File: src/rtl/bram_stream_reader.sv
// Reads a run of words from a BRAM read port and streams them out through a
// 2-entry FIFO with valid/ready flow control. Optional macro: BRAM_RD_STRIDE_EN.
module bram_stream_reader #(
    parameter int DEPTH      = 1024,
    parameter int DATA_WIDTH = 16,
    parameter int ADDR_WIDTH = 10
) (
    input  logic                         clk,
    input  logic                         rst,
    input  logic                         start,
    input  logic [ADDR_WIDTH-1:0]        base_addr,
    input  logic [ADDR_WIDTH:0]          length,
`ifdef BRAM_RD_STRIDE_EN
    input  logic [ADDR_WIDTH-1:0]        stride,
`endif
    output logic                         busy,
    output logic                         done,
    output logic                         bram_enb,
    output logic [ADDR_WIDTH-1:0]        bram_addrb,
    input  logic signed [DATA_WIDTH-1:0] bram_dob,
    output logic signed [DATA_WIDTH-1:0] m_data,
    output logic                         m_valid,
    input  logic                         m_ready,
    output logic                         m_last
);

    if (DEPTH != (1 << ADDR_WIDTH)) begin : g_bad_depth
        $error("bram_stream_reader: DEPTH must equal 2**ADDR_WIDTH");
    end

    typedef enum logic [1:0] {IDLE, RUN, DRAIN, DONE} state_t;

    localparam logic [ADDR_WIDTH:0] DEPTH_W = (ADDR_WIDTH+1)'(DEPTH);
    localparam logic [ADDR_WIDTH:0] ONE_W   = (ADDR_WIDTH+1)'(1);

    state_t                      state;
    logic                        busy_q;
    logic                        done_q;
    logic [ADDR_WIDTH:0]         len_q;
    logic [ADDR_WIDTH:0]         issued;
    logic [ADDR_WIDTH-1:0]       addr_q;
`ifdef BRAM_RD_STRIDE_EN
    logic [ADDR_WIDTH-1:0]       step_q;
`else
    localparam logic [ADDR_WIDTH-1:0] step_q = ADDR_WIDTH'(1);
`endif

    // Read issued last cycle: its data is on bram_dob this cycle.
    logic                        pend_v;
    logic                        pend_last;

    logic signed [DATA_WIDTH-1:0] fifo_data [2];
    logic [1:0]                  fifo_last;
    logic                        wr_ptr;
    logic                        rd_ptr;
    logic [1:0]                  count;

    logic [1:0]                  occ;
    logic                        pop;
    logic                        credit_ok;
    logic                        issue;
    logic                        final_issue;

    // Issue is decided combinationally so a pop in this cycle frees a slot
    // for a read in this same cycle; that is what sustains one word per cycle.
    always_comb begin
        occ         = count + {1'b0, pend_v};
        pop         = m_valid && m_ready;
        credit_ok   = (occ < 2'd2) || ((occ == 2'd2) && pop);
        issue       = !rst && (state == RUN) && credit_ok;
        final_issue = issue && (issued == len_q - ONE_W);
    end

    assign bram_enb   = issue;
    assign bram_addrb = issue ? addr_q : '0;
    assign m_valid    = (count != 2'd0) && !rst;
    assign m_data     = m_valid ? fifo_data[rd_ptr] : '0;
    assign m_last     = m_valid && fifo_last[rd_ptr];
    assign busy       = busy_q && !rst;
    assign done       = done_q && !rst;

    // NOTE: the FIFO payload array has no reset; occupancy is reset, so stale
    // contents are never presented and the array can map to plain storage.
    always_ff @(posedge clk) begin
        if (pend_v) begin
            fifo_data[wr_ptr] <= bram_dob;
        end
    end

    always_ff @(posedge clk) begin
        if (rst) begin
            state     <= IDLE;
            busy_q    <= 1'b0;
            done_q    <= 1'b0;
            len_q     <= '0;
            issued    <= '0;
            addr_q    <= '0;
`ifdef BRAM_RD_STRIDE_EN
            step_q    <= '0;
`endif
            pend_v    <= 1'b0;
            pend_last <= 1'b0;
            fifo_last <= '0;
            wr_ptr    <= 1'b0;
            rd_ptr    <= 1'b0;
            count     <= '0;
        end else begin
            done_q    <= 1'b0;
            pend_v    <= issue;
            pend_last <= final_issue;

            if (pend_v) begin
                fifo_last[wr_ptr] <= pend_last;
                wr_ptr            <= ~wr_ptr;
            end
            if (pop) begin
                rd_ptr <= ~rd_ptr;
            end
            count <= count + {1'b0, pend_v} - {1'b0, pop};

            case (state)
                IDLE: begin
                    if (start) begin
                        if (length == '0) begin
                            state  <= DONE;
                            done_q <= 1'b1;
                        end else begin
                            state  <= RUN;
                            busy_q <= 1'b1;
                            len_q  <= (length > DEPTH_W) ? DEPTH_W : length;
                            issued <= '0;
                            addr_q <= base_addr;
`ifdef BRAM_RD_STRIDE_EN
                            step_q <= stride;
`endif
                        end
                    end
                end
                RUN: begin
                    if (issue) begin
                        addr_q <= addr_q + step_q;
                        issued <= issued + ONE_W;
                        if (final_issue) begin
                            state <= DRAIN;
                        end
                    end
                end
                DRAIN: begin
                    if (pop && m_last) begin
                        state  <= DONE;
                        busy_q <= 1'b0;
                        done_q <= 1'b1;
                    end
                end
                DONE: begin
                    state <= IDLE;
                end
                default: begin
                    state <= IDLE;
                end
            endcase
        end
    end

endmodule

File: config.mk
export PLATFORM = sky130hd
export DESIGN_NAME = bram_stream_reader
export DESIGN_NICKNAME = d
export VERILOG_FILES = /design/src/rtl/bram_stream_reader.sv
export SDC_FILE = /design/constraint.sdc
export NUM_CORES = 1
export LEC_CHECK = 0
export BUFFER_PORTS_ARGS = -buffer_cell sky130_fd_sc_hd__buf_2
export CELL_PAD_IN_SITES_DETAIL_PLACEMENT = 0
export CELL_PAD_IN_SITES_GLOBAL_PLACEMENT = 1
export CORE_MARGIN = 3
export CORE_UTILIZATION = 46
export DETAILED_ROUTE_END_ITERATION = 12
export PLACE_DENSITY_LB_ADDON = 0.12
export SYNTH_ARGS = -nofsm -noshare
export SYNTH_HDL_FRONTEND = slang
export SYNTH_SLANG_ARGS = --single-unit
File: constraint.sdc
create_clock -name clk -period 3.2 [get_ports clk]
set_input_delay 0.16 -clock clk [delete_from_list [all_inputs] [get_ports clk]]
set_output_delay 0.16 -clock clk [all_outputs]
set_load 0.02 [all_outputs]
==> results.toml, run 1 <==
[floorplan]
floorplan.die_area_um2 = 9420
coreArea_um2 = 7890
start_util = 0.484
row_count = 32
die_x_um = 97.1
die_height_um = 97.1
io-pin-count = 72

[placement]
post_dp_cell_area_um2 = 4240
numPlacedInstances = 541
buffer_ports.inserted = 71
finalWeightedCongestion = 0.801
place.detailed.hpwl_um = 5810

[setup_path]
r2r.worst_path.cells = 8
cp_cell_sequence = "ha_1, nand2b_1, a221o_1, inv_1, nand4_1, o41ai_4, nand3_2, a22oi_1"
critPathLaunchType = "register"
critPathCaptureType = "register"
worst_path_max_delay_cell = "sky130_fd_sc_hd__a221o_1"
required_time_of_the_critical_path_ns = 3.47
rr_endpoint = "state[0]"
cp_slowest_stage_delay_ns = 0.44
critPathArrivalTime_ns = 2.80
critical_path.max_fanout = 15
critical_path_class = "reg -> reg"
reg2reg_from = "pend_v"
timing.reg2reg.setup_slack_ns = 0.67

[clock_network]
clock_network_latency_to_the_later_pin_of_the_worst_skew_pair_ns = 0.34
cts.sinks = 77
clk_pin_slew_ns = 0.08
cts_tree = "yes"
clock_path_buffers = 2
inserted_clock_buffers = 9
cts_repair_resize_count = 0
htreeDepth = 3
clock-root-buffer = "sky130_fd_sc_hd__clkbuf_8"

[drt]
detail_route.vias_per_cell = 5.23
drtPass1Iterations = 4
final_antenna_net_count = 0
routed-via-count = 2993
wire_per_inst_um = 14.1
route.final.wire_length_um = 8070
drc = 0
detail_route.iter0.violations = 92

[global_routing]
grt_pass1_vias = 2999
first_pass_grt_wire_length_um = 13700
antenna_found_initial = 0
grt_max_degree = 29
grtUsageTotal = 0.176
globalRoute.totalOverflow = 0

[timing]
finalWorstPathRequiredPeriod_ns = 2.53
hold_viol = 0
slew_viol_final = 0
worst-slew-pin-transition_ns = 0.940
layout_worst_path_cycle_share = 0.792
skew_ns = 0.00842
slew-limit-headroom = 0.372
clock.fmax_mhz = 395
finalSetupViolCount = 0
rsz0062_at_grt = "no"
setup-tns-final_ns = 0

[layout]
layoutNonFillerInstCount = 572
fraction_of_layout_cells_with_a_size_suffix_above_1 = 0.221
n_antenna_cell = 0
postLayoutCellArea_um2 = 4610
final_net_count = 514
syn_to_final_growth_pct = 20.9

[synthesis]
netlist_top_cells_area = "sky130_fd_sc_hd__edfxtp_1, sky130_fd_sc_hd__dfxtp_1, sky130_fd_sc_hd__nor2_1"
synthesis.yosys.warnings = 0
synth.cell_area_um2 = 3810
ys_ff_latch = 77
post_syn_instances = 381
ys_seq_area_frac = 0.488
async_reset_ff_frac = 0
synth_area_per_cell_um2 = 10.0
synth-edff-count = 32
yosys.cell_types.count = 56
synth_largest_type_area_fraction = 0.252
yosys_most_used_dff = "sky130_fd_sc_hd__dfxtp_1"
synth_nets = 430
synth_top_cell_by_area = "sky130_fd_sc_hd__edfxtp_1"

[min_path]
hold_path.startpoint = "bram_dob[6]"
cells_on_worst_hold_path = 1
hold_end = "fifo_data[0][6]"
timing.hold.worst.class = "in -> reg"

[flow_run]
max-cap-violations = 0

[power_and_ir_drop]
leakage_nw = 1.83
ir_drop_mv = 0.340
power_density_nw_per_um2 = 649
clock_network_fraction_of_design_power = 0.273
combPwrFrac = 0.307
power.share.switching = 0.341
sequentialPowerShare = 0.419
power_report.internal_total_mw = 1.98
power_switching_mw = 1.02

[run_status]
status = "finished, final reports clean"
## cell usage in the layout, fill, tap and decap left out, types with 2 or more instances in the layout
cell	count
sky130_fd_sc_hd__buf_2	71
sky130_fd_sc_hd__nor2_1	54
sky130_fd_sc_hd__dfxtp_1	45
sky130_fd_sc_hd__edfxtp_1	32
sky130_fd_sc_hd__nand2_1	31
sky130_fd_sc_hd__a21oi_1	21
sky130_fd_sc_hd__mux2i_1	19
sky130_fd_sc_hd__xnor2_1	16
sky130_fd_sc_hd__inv_1	15
sky130_fd_sc_hd__dlygate4sd3_1	15
sky130_fd_sc_hd__xor2_1	13
sky130_fd_sc_hd__and2_1	11
sky130_fd_sc_hd__clkbuf_8	9
sky130_fd_sc_hd__nand3b_1	8
sky130_fd_sc_hd__nand4_1	8
sky130_fd_sc_hd__ha_1	8
sky130_fd_sc_hd__nand2b_1	7
sky130_fd_sc_hd__o21ai_0	7
sky130_fd_sc_hd__a211oi_1	7
sky130_fd_sc_hd__a22oi_1	5
sky130_fd_sc_hd__nand3_1	5
sky130_fd_sc_hd__o2bb2ai_1	5
sky130_fd_sc_hd__buf_4	5
sky130_fd_sc_hd__and3_1	4
sky130_fd_sc_hd__nor2b_1	3
sky130_fd_sc_hd__a31oi_1	3
sky130_fd_sc_hd__o22ai_1	3
sky130_fd_sc_hd__or2_2	2
sky130_fd_sc_hd__or4_1	2
sky130_fd_sc_hd__o41ai_4	2
sky130_fd_sc_hd__nor3_1	2
sky130_fd_sc_hd__nor4_1	2
sky130_fd_sc_hd__nor3b_1	2
sky130_fd_sc_hd__inv_6	2
sky130_fd_sc_hd__bufinv_16	2
## power by group through the flow
| stage | Sequential [mW] | Combinational (mW) | Clock (mW) |
|---|---|---|---|
| 2_1_floorplan | 1.24 | 0.716 | 0 |
| 3_3_place_gp | 1.28 | 0.900 | 0 |
| 3_5_place_dp | 1.28 | 0.912 | 0 |
| 4_1_cts | 1.26 | 0.929 | 0.840 |
| 5_1_grt | 1.28 | 1.04 | 0.881 |
| 6_report | 1.26 | 0.921 | 0.819 |
## worst max path at each step
stage	start	to	slack, ns	cells past startpoint
floorplan	pend_v	addr_q[5]	1.03	9
global placement	pend_v	state[0]	0.81	8
detailed placement	pend_v	state[1]	0.67	8
CTS	pend_v	state[0]	0.64	8
global route	pend_v	state[1]	0.36	8
finish	pend_v	state[0]	0.67	8
## cells by family (layout without fill, tap and decap cells)
group / after synthesis / in the layout / synth area share
DFF: 77 / 77 / 0.488
and+or+nand+nor: 148 / 148 / 0.196
muxes: 19 / 19 / 0.0499
buffers and inverters: 33 / 122 / 0.0394
AOI/OAI and AO/OA: 67 / 67 / 0.133
xor gates and xnor gates: 29 / 29 / 0.0666
adders and majority gates: 8 / 8 / 0.0262
## worst max-delay path, delay by kind of cell, from the launching register on
kind | cells | cell delay (ns)
AOI/OAI and AO/OA | 3 | 0.96
and+or+nand+nor | 3 | 0.48
buffers and inverters | 1 | 0.36
DFF | 1 | 0.34
adders and majority gates | 1 | 0.31
## Yosys cell counts, drive strengths merged, types with 7 or more instances
library cell / count
a21oi: 21
ha: 8
clkbuf: 15
mux2i: 19
and2: 11
edfxtp: 32
nor2: 54
nand2: 31
nand3b: 8
o21ai: 7
nand2b: 7
nand4: 8
inv: 15
xnor2: 16
xor2: 13
a211oi: 7
dfxtp: 45
## sequential cells by signal, summed over array words and instances (netlist names), named ones only
name and flops:
fifo_last 2, rd_ptr 1, fifo_data 32, issued 11, len_q 11, busy_q 1
done_q 1, state 2, count 2, pend_v 1, pend_last 1, wr_ptr 1
addr_q 10
## timing repair
action                                  in CTS  in global routing
endpoints found under the setup margin       0                  0
buffers inserted                             0                  0
hold buffers                                15                  0
hold endpoints to repair                    30                  0
## area by class of cell
class | count | area [µm²]
fill | 709 | 3270
sequential | 77 | 1860
clock buffer | 10 | 128
inverter | 15 | 56.3
clock inverter | 6 | 93.8
multi-input combinational | 271 | 1800
tap | 102 | 128
timing repair buffer | 91 | 543
## layer usage
| layer | vias up | GRT usage | routed length, µm |
|---|---|---|---|
| met4 | 0 | 0.0616 | 101 |
| li1 | 1513 | - | - |
| met2 | 56 | 0.283 | 3670 |
| met3 | 8 | 0.0316 | 314 |
| met1 | 1416 | 0.238 | 3990 |
| met5 | - | 0 | 0 |
## per-stage QoR
stage               setup slack, ns   util  hold slack, ns  power [mW]
floorplan                      1.03      -           0.259        1.96
global placement              0.808  0.538           0.348        2.18
detailed placement            0.667  0.538           0.353        2.19
CTS                           0.639  0.585        0.000407        3.03
global route                  0.357  0.585        0.000137        3.19
finish                        0.667  0.585          0.0191        3.00
Power figures use the tool's default switching activity.
==> run 2, diff against run 1 <==
--- a/config.mk
+++ b/config.mk
@@ -9,7 +9,7 @@
 export CELL_PAD_IN_SITES_DETAIL_PLACEMENT = 0
 export CELL_PAD_IN_SITES_GLOBAL_PLACEMENT = 1
 export CORE_MARGIN = 3
-export CORE_UTILIZATION = 46
+export CORE_UTILIZATION = 38
 export DETAILED_ROUTE_END_ITERATION = 12
 export PLACE_DENSITY_LB_ADDON = 0.12
 export SYNTH_ARGS = -nofsm -noshare
==> constraint.sdc (replaced) <==
create_clock -name clk -period 2.1 [get_ports clk]
set_input_delay 0.105 -clock clk [delete_from_list [all_inputs] [get_ports clk]]
set_output_delay 0.105 -clock clk [all_outputs]
set_load 0.02 [all_outputs]
==> run 2 against run 1 <==
The flow now finishes with violations (negative setup slack). Register-to-register slack got worse by 0.75 ns. Sequential share of layout area fell by 3.3 points. Count of clock-buffer cells in the layout stayed put. Final cell count rose by 11%. Critical path depth unchanged. Cell area is 9.1% higher. Clock power rose by 33%. Global-route usage shrank 1.6 points. Wire length rose by 9.8%. Power is 59% higher. Hold slack better by 0.016 ns. Clock skew up 0.0015 ns.
==> results.toml, run 2 (synthesized netlist as in run 1, its figures left out) <==
[drt]
routed-via-count = 3121
drc = 0
final_antenna_net_count = 0
wire_per_inst_um = 14.0
detail_route.vias_per_cell = 4.93
drtPass1Iterations = 4
route.final.wire_length_um = 8860
detail_route.iter0.violations = 93

[timing]
layout_worst_path_cycle_share = 1.04
clock.fmax_mhz = 458
rsz0062_at_grt = "yes"
slew_viol_final = 0
skew_ns = 0.00992
postLayoutSetupSlackWorst_ns = -0.0847
hold_viol = 0
worst_hold_slack_ns = 0.0347
finalSetupViolCount = 4
slew-limit-headroom = 0.535
finalWorstPathRequiredPeriod_ns = 2.18
worst-slew-pin-transition_ns = 0.695

[clock_network]
clk_pin_slew_ns = 0.08
clock_network_latency_to_the_later_pin_of_the_worst_skew_pair_ns = 0.34
clock-root-buffer = "sky130_fd_sc_hd__clkbuf_8"
clock_path_buffers = 2
inserted_clock_buffers = 9
htreeDepth = 3
cts_tree = "yes"
cts.sinks = 77

[global_routing]
grtUsageTotal = 0.160
grt_max_degree = 38
globalRoute.totalOverflow = 0
grt_pass1_vias = 3105
first_pass_grt_wire_length_um = 14700
antenna_found_initial = 0

[setup_path]
required_time_of_the_critical_path_ns = 2.31
kind_of_cell_with_the_highest_combined_delay_on_the_critical_path = "compound AO/OA/AOI/OAI gates"
cp_slowest_stage_delay_ns = 0.42
critPathArrivalTime_ns = 2.40
critPathCaptureType = "register"
critical_path.max_fanout = 3
cp_cell_sequence = "ha_4, xor2_2, a221o_1, inv_2, nand4_1, o41ai_4, buf_4, a32oi_1"
path_buf_inv = 2
worst_path_max_delay_cell = "sky130_fd_sc_hd__o41ai_4"
critical_path_class = "reg -> reg"
critPathLaunchType = "register"

[layout]
fraction_of_layout_cells_with_a_size_suffix_above_1 = 0.308
syn_to_final_growth_pct = 32.0
number_of_flip_flops_in_the_largest_register = 32
registers.top_by_ff_count = "fifo_data"
commonest_cells_after_routing_fill_and_taps_aside = "sky130_fd_sc_hd__buf_2, sky130_fd_sc_hd__nor2_1, sky130_fd_sc_hd__dfxtp_1, sky130_fd_sc_hd__buf_4, sky130_fd_sc_hd__edfxtp_1"
final_common_cell = "sky130_fd_sc_hd__buf_2"
n_antenna_cell = 0
final_net_count = 548
largestRegisters = "fifo_data (32), issued (11), len_q (11)"

[floorplan]
coreArea_um2 = 9500
start_util = 0.401
row_count = 35
io-pin-count = 72
die_height_um = 106
die_x_um = 106
floorplan.die_area_um2 = 11300

[power_and_ir_drop]
power_density_nw_per_um2 = 948
ir_drop_mv = 0.519
leakage_nw = 2.01
finalPower_mw = 4.78

[run_status]
violations = "negative setup slack"
status = "finished with violations"

[placement]
place_ws_ns = -0.0460
finalWeightedCongestion = 0.802
buffer_ports.inserted = 71
place.detailed.hpwl_um = 6160

[min_path]
timing.hold.worst.class = "in -> reg"

[flow_run]
max-cap-violations = 0
run 2: cell count changes in the layout (fill, tap and decap cells not counted), sizes merged:
cell         previous run  this run
clkinv                  1         4
bufinv                  2         1
dlygate4sd3            15        16
inv                    17        15
buf                    76       108
clkbuf                 10        11
run 2: cell type report:
type | instances | area [µm²]
fillers | 900 | 4470
multi-input cells | 271 | 1870
flip-flops and latches | 77 | 1870
repair buffers | 125 | 886
well taps | 129 | 161
clock buffers | 10 | 128
clock inverters | 6 | 63.8
inverters | 15 | 56.3
run 2: worst paths after layout:
kind | to | cells after the start | startpoint | slack, ns
min | len_q[0] | 3 | length[0] | 0.03
max reg2reg | state[1] | 8 | count[0] | -0.08
max | state[1] | 8 | count[0] | -0.08
min reg2reg | fifo_last[1] | 2 | pend_last | 0.46
run 2: tightest hold or removal path: cells and delay by family:
kind	cells	cell delay, ns
buffers and inverters	1	0.10
and+or+nand+nor	1	0.07
AOI/OAI and AO/OA	1	0.06
run 2: metrics by stage:
stage / utilization / setup TNS (ns) / cell area, µm² / std cells
floorplan: - / 0 / 3830 / 381
global placement: 0.470 / -0.00859 / 4460 / 591
finish: 0.530 / -0.187 / 5030 / 633
global route: 0.530 / -0.981 / 5030 / 633
detailed placement: 0.470 / -0.0812 / 4460 / 591
CTS: 0.509 / -0.157 / 4830 / 623
run 2: layer usage:
layer,up-vias,part of all wire,global-route usage
met1,1456,0.47,0.211
met3,10,0.051,0.0352
met5,-,0,0
met2,71,0.47,0.263
li1,1584,-,-
met4,0,0.0090,0.0472
run 2: timing repair:
action / in CTS / in global routing
setup endpoints to repair: 12 / 22
buffers inserted: 0 / 8
hold endpoints to repair: 32 / 0
cloned: 0 / 2
pin swaps: 1 / 8
hold buffers: 16 / 0
gates resized for setup: 7 / 33
run 2: where the power goes:
group          leakage, nW  switching [mW]  internal (mW)
combinational         1.26           0.941          0.839
sequential           0.658           0.152           1.76
clock               0.0939           0.538          0.547
